## src/rtl/func_eval_pipe.sv

```systemverilog
// func_eval_pipe: one-deep registered bitwise function stage with valid/ready handshake.
// Optional saturating hit counter when FUNC_EVAL_HIT_COUNT_EN is defined.
module func_eval_pipe #(
  parameter int WIDTH = 4,
  parameter int CNT_W = 8
) (
  input  logic             clk,
  input  logic             reset,
  input  logic             in_valid,
  output logic             in_ready,
  input  logic [WIDTH-1:0] x,
  input  logic [WIDTH-1:0] y,
  input  logic [1:0]       mode,
  output logic             out_valid,
  input  logic             out_ready,
  output logic [WIDTH-1:0] s,
  output logic [CNT_W-1:0] hit_count
);
  typedef enum logic {EMPTY, FULL} state_t;
  state_t state;
  logic accept;
  logic [WIDTH-1:0] f;
  assign in_ready  = (state == EMPTY) | out_ready;
  assign accept    = in_valid & in_ready;
  assign out_valid = state == FULL;
  always_comb f = mode == 2'b00 ? ~x & y :
                  mode == 2'b01 ? x & ~y :
                  mode == 2'b10 ? x ^ y  : ~(x | y);
  always_ff @(posedge clk or posedge reset) begin
    if (reset) begin
      state <= EMPTY;
      s     <= '0;
    end else begin
      if (accept) s <= f;
      state <= accept ? FULL : out_ready ? EMPTY : state;
    end
  end
`ifdef FUNC_EVAL_HIT_COUNT_EN
  // counted at accept so downstream stalls never affect the tally
  always_ff @(posedge clk or posedge reset) begin
    if (reset) hit_count <= '0;
    else if (accept && f != '0 && hit_count != '1) hit_count <= hit_count + 1'b1;
  end
`else
  assign hit_count = '0;
`endif
endmodule

```

## config.mk

```make
export PLATFORM = sky130hd
export DESIGN_NAME = func_eval_pipe
export DESIGN_NICKNAME = d
export VERILOG_FILES = /design/src/rtl/func_eval_pipe.sv
export SDC_FILE = /design/constraint.sdc
export NUM_CORES = 1
export LEC_CHECK = 0
export CAP_MARGIN = 20
export CORE_MARGIN = 5
export CORE_UTILIZATION = 40
export CTS_CLUSTER_DIAMETER = 100
export DETAILED_ROUTE_END_ITERATION = 8
export MAX_ROUTING_LAYER = met4
export PLACE_DENSITY_LB_ADDON = 0.08
export SLEW_MARGIN = 20
export SYNTH_ARGS = -nofsm -noshare
export SYNTH_HDL_FRONTEND = slang
export SYNTH_SLANG_ARGS = --single-unit
```

## constraint.sdc

```tcl
create_clock -name clk -period 2.65 [get_ports clk]
set_input_delay 0.53 -clock clk [delete_from_list [all_inputs] [get_ports clk]]
set_output_delay 0.53 -clock clk [all_outputs]
set_load 0.01 [all_outputs]
```

== After elaboration in Yosys (flattened, before gate mapping) ==
Cells that the tools add are included.
Word-level totals
  output and inout bits: 14
  register bits after elaboration: 5
  input bits: 14
  logic and storage cells: 21
Operators by class
  bitwise logic cells: 10
  equality and inequality tests: 2
  reductions and logical operators: 2
  mux-type cells: 5
Operators with widths (number)
  two-way mux 4 bit: 3
  NOT 4 bit: 3
  AND 4 bit: 2
  OR 4 bit: 1
  bitwise XOR 4 bit: 1
  == test 2 x 1 -> 1 bit, second input constant: 1
  == test 2 bit, second input constant: 1
  zero test 2 bit: 1
  two-way mux 1 bit: 2
  nonzero test 2 bit: 1
  AND 1 bit: 1
  NOT 1 bit: 1
  OR 1 bit: 1

== Logic depth before layout (Yosys ltp) ==
  depth after elaboration: 5
  mapped depth: 4
  mapped depth without buffers: 4

== Worst setup path before layout ==
Ideal clock, no wire load.
  path type: in2reg
  start: input y[0]
  end: register s[0]
  data required time: 2.525 ns
  arrival: 1.527 ns
  stages on the path: 4
  slack: 0.999 ns
  cell sequence: inv_1 > ha_1 > mux4_2 > mux2_2
Between the ends
  cells in the longest elaborated chain, start to end: 5
  elaborated cells on any way between the ends: 9
  those cells by class: 3 x mux; 6 x bitwise
RTL lines
  start: declaration: RTL line 12  | input logic [WIDTH-1:0] y,
  OR 4 bit: RTL line 28  | mode == 2'b10 ? x ^ y : ~(x | y);
  NOT 4 bit: RTL line 28
  two-way mux 4 bit: RTL line 28
  two-way mux 4 bit: RTL line 27  | mode == 2'b01 ? x & ~y :
  two-way mux 4 bit (*): RTL line 26  | always_comb f = mode == 2'b00 ? ~x & y :
  end signal: assignment: RTL line 32  | s <= '0;
  end signal: assignment: RTL line 34  | if (accept) s <= f;
  end: declaration: RTL line 16  | output logic [WIDTH-1:0] s,
Every way passes the cells marked *; elsewhere a longest branch is shown, timed or not.
A chain may end at the register's enable or synchronous reset.

== Final worst setup path ==
  start: input out_ready
  end: output in_ready
Between the ends
  cells in the longest elaborated chain, start to end: 1
RTL lines
  start: declaration: RTL line 15  | input logic out_ready,
  OR 1 bit: RTL line 23  | assign in_ready = (state == EMPTY) | out_ready;
  end: declaration: RTL line 10  | output logic in_ready,
No other way between the ends.

==> impl_results.md <==
* Reg clk slew, reported paths at around 0.04 ns
* GRT Overall Usage at 9.52%
* Cell with the most instances after synthesis: ha_1
* Most common cell on crit path: clkdlybuf4s50_1
* Clock sink count at 5
* Yosys top cell by area: ha_1
* Synthesis Warnings at 0
* Setup violators final at 0
* Distinct cells, synth at 9
* Vias in the first global route at 371
* DIE WIDTH at between 40 and 50 µm
* Number of diodes at 0
* EDFF count, synth at 0
* Clock Path Buffers at 2
* P_sw at 73.5 µW
* H-tree Lvls at 1
* CTS Root Cell: clkbuf_4
* Crit-path slowest cell: clkdlybuf4s50_1
* Crit path max-delay family: buffers and inverters
* Number of port buffers at 19
* Synth top area cells: ha_1 (29%), dfrtp_1 (24%), mux4_2 (17%)
* CTS tree: built
* Comb power frac at between 30% and 40%
* Starting Density at between 40% and 50%
* Post-DRT Antenna Nets at 0
* Fmax at between 0.4 and 0.5 GHz
* Max-Cap Viols at 0
* Critical path depth in cells at 3
* DRT iter0 DRCs at 0
* VDD IR-drop max at 0.201 mV
* Vias per cell at between 4 and 5
* Seq/Total Area, Yosys at 23.9%
* Critical path arrival at 1.65 ns
* Top Ports at 28
* Switching Share at 25.8%
* Grt total ovfl at 0
* Clock power share at 30.0%
* Crit Path Max Fanout at 3
* Vias at 368
* Buffers and inverters on the worst path at 2
* Reg power frac at between 30% and 40%
* Avg Cell Area, Syn at around 11 µm²
* Routability Congestion at 0.615
* Core area at about 1300 µm²
* Routed len/inst at 10.0 µm
* Worst Setup Start Kind: input port
* Worst path max stage delay at 0.54 ns
* Post_cts resized at 0
* Internal power at 211 µW
* Predominant post-synthesis flop cell: dfrtp_1
* P&R area growth vs syn at 38.4%
* Minimum clock period at 2.18 ns
* Global-route wire length before repair at 1.43 mm
* TritonRoute pass-1 iters at 1
* Clock skew at 0.00132 ns
* Synth Instances at 46
* Critical Path End Type: primary output
* Die ar. at 2130 µm²
* R2R depth at 3
* Number of synthesized register bits at 5
* Post-DP HPWL at 811 µm
* Filler instances at 123
* DRC Markers at 0
* Die Y-Extent at between 40 and 50 µm
* Unrepaired setup endpoints after global routing: false
* Max Slew Vio Count at 0
* CP Class: input port to primary output
* Layout net count at 95
* Hold WC Path Type: input port to async pin
* Worst EP required at approximately 2.1 ns
* Mapped Area at 524 µm²
* Post-CTS Setup Inserts at 0
* FFs w/ async S/R, synth at 100%
* Synth top cells by count: ha_1 (12), inv_1 (9), buf_4 (8)
* PwrDens at 392 nW/µm²
* Final hold violations at 0
* Share of the synthesized area in the top cell type at 28.6%
* WL final at about 830 µm
* Hold Buf Count CTS at 0
* Initial antenna violation count at 0
* Period utilisation layout at 82.4%
* Clk_lat worst skew at ~0.23 ns
* Leakage Power at 0.371 nW
* Final core occ at 57.2%
* Fin Setup TNS at 0 ns
* Critical-path cell list: clkdlybuf4s50_1, nand2b_1, clkdlybuf4s50_1
* Pin count of the biggest net entering global routing at 6
* Row cnt at 13
* Status: complete, no violations
* Fraction of layout cells with a size suffix above 1 at 16.2%
* Total CTS buffers at 3
[area by class of cell]
cell class	instances	area, µm²	area share (%)
clock buffers	4	26.3	3.62
multi-input cells	31	332	45.7
inverters	9	33.8	4.66
repair buffers	19	190	26.2
well taps	15	18.8	2.59
flip-flops and latches	5	125	17.2
[path summary, 6_finish.rpt]
| kind | slack [ns] | end | startpoint |
|---|---|---|---|
| worst max-delay path | 0.47 | in_ready | out_ready |
| worst min-delay path | 0.49 | s[3]$_DFFE_PP0P_ | reset |
| worst max register to register | 1.58 | s[1]$_DFFE_PP0P_ | out_valid$_DFFE_PP0P_ |
| worst min register to register | 0.50 | s[3]$_DFFE_PP0P_ | s[3]$_DFFE_PP0P_ |
| max in group asynchronous | 1.99 | s[1]$_DFFE_PP0P_ | reset |
| min in group clk | 0.50 | s[3]$_DFFE_PP0P_ | s[3]$_DFFE_PP0P_ |
[power by group through the flow]
stage / Clock (mW) / Sequential, mW / Combinational (mW)
after floorplan: 0 / 0.102 / 0.0504
after global placement: 0 / 0.0962 / 0.104
after detailed placement: 0 / 0.0966 / 0.106
after CTS: 0.0898 / 0.0955 / 0.106
after global routing: 0.0936 / 0.0969 / 0.116
final: 0.0854 / 0.0952 / 0.104
[metal layers]
layer  part of all wire [%]  GRT usage (%)  up-vias  wire [µm]
li1                       -              -      181          -
met1                     32           8.98      171        263
met2                     54           17.6       16        448
met3                     15           4.30        0        123
met4                      0           1.70        0          0
met5                      0              -        -          0
[sequential cells by signal (all words and copies together) (netlist names)]
name and cells:
s 4, out_valid 1
[through the flow]
step	cell area [µm²]	cells	power, mW	setup WS (ns)	hold WS, ns
after floorplan	551	53	0.153	0.999	0.309
after global placement	699	79	0.200	0.462	0.492
after detailed placement	699	79	0.203	0.429	0.493
after CTS	726	83	0.292	0.462	0.491
after global routing	726	83	0.306	0.432	0.507
final	726	83	0.285	0.467	0.491
[cell usage in the layout (no fill, tap or decap)]
cell and n:
nand2_1 1, ha_1 12, nand2b_1 2, dfrtp_1 5, clkbuf_1 1, clkdlybuf4s50_1 19
mux2_2 4, mux4_2 4, inv_1 9, conb_1 8, clkbuf_4 3
[worst register-to-register path: stages (launching register included)]
cell and delay [ns]:
dfrtp_1 0.34, nand2b_1 0.09, nand2_1 0.17, mux2_2 0.35
[cell families (layout without fill, tap and decap cells)]
kind of cell / after synthesis / count (layout) / share of synthesized area [%]
buf+inv: 17 / 32 / 17.9
flops: 5 / 5 / 23.9
other cells: 1 / 8 / 0.715
mux: 8 / 8 / 25.8
fa+ha+maj: 12 / 12 / 28.6
simple gates: 3 / 3 / 3.10
(Power assumes the default switching activity.)
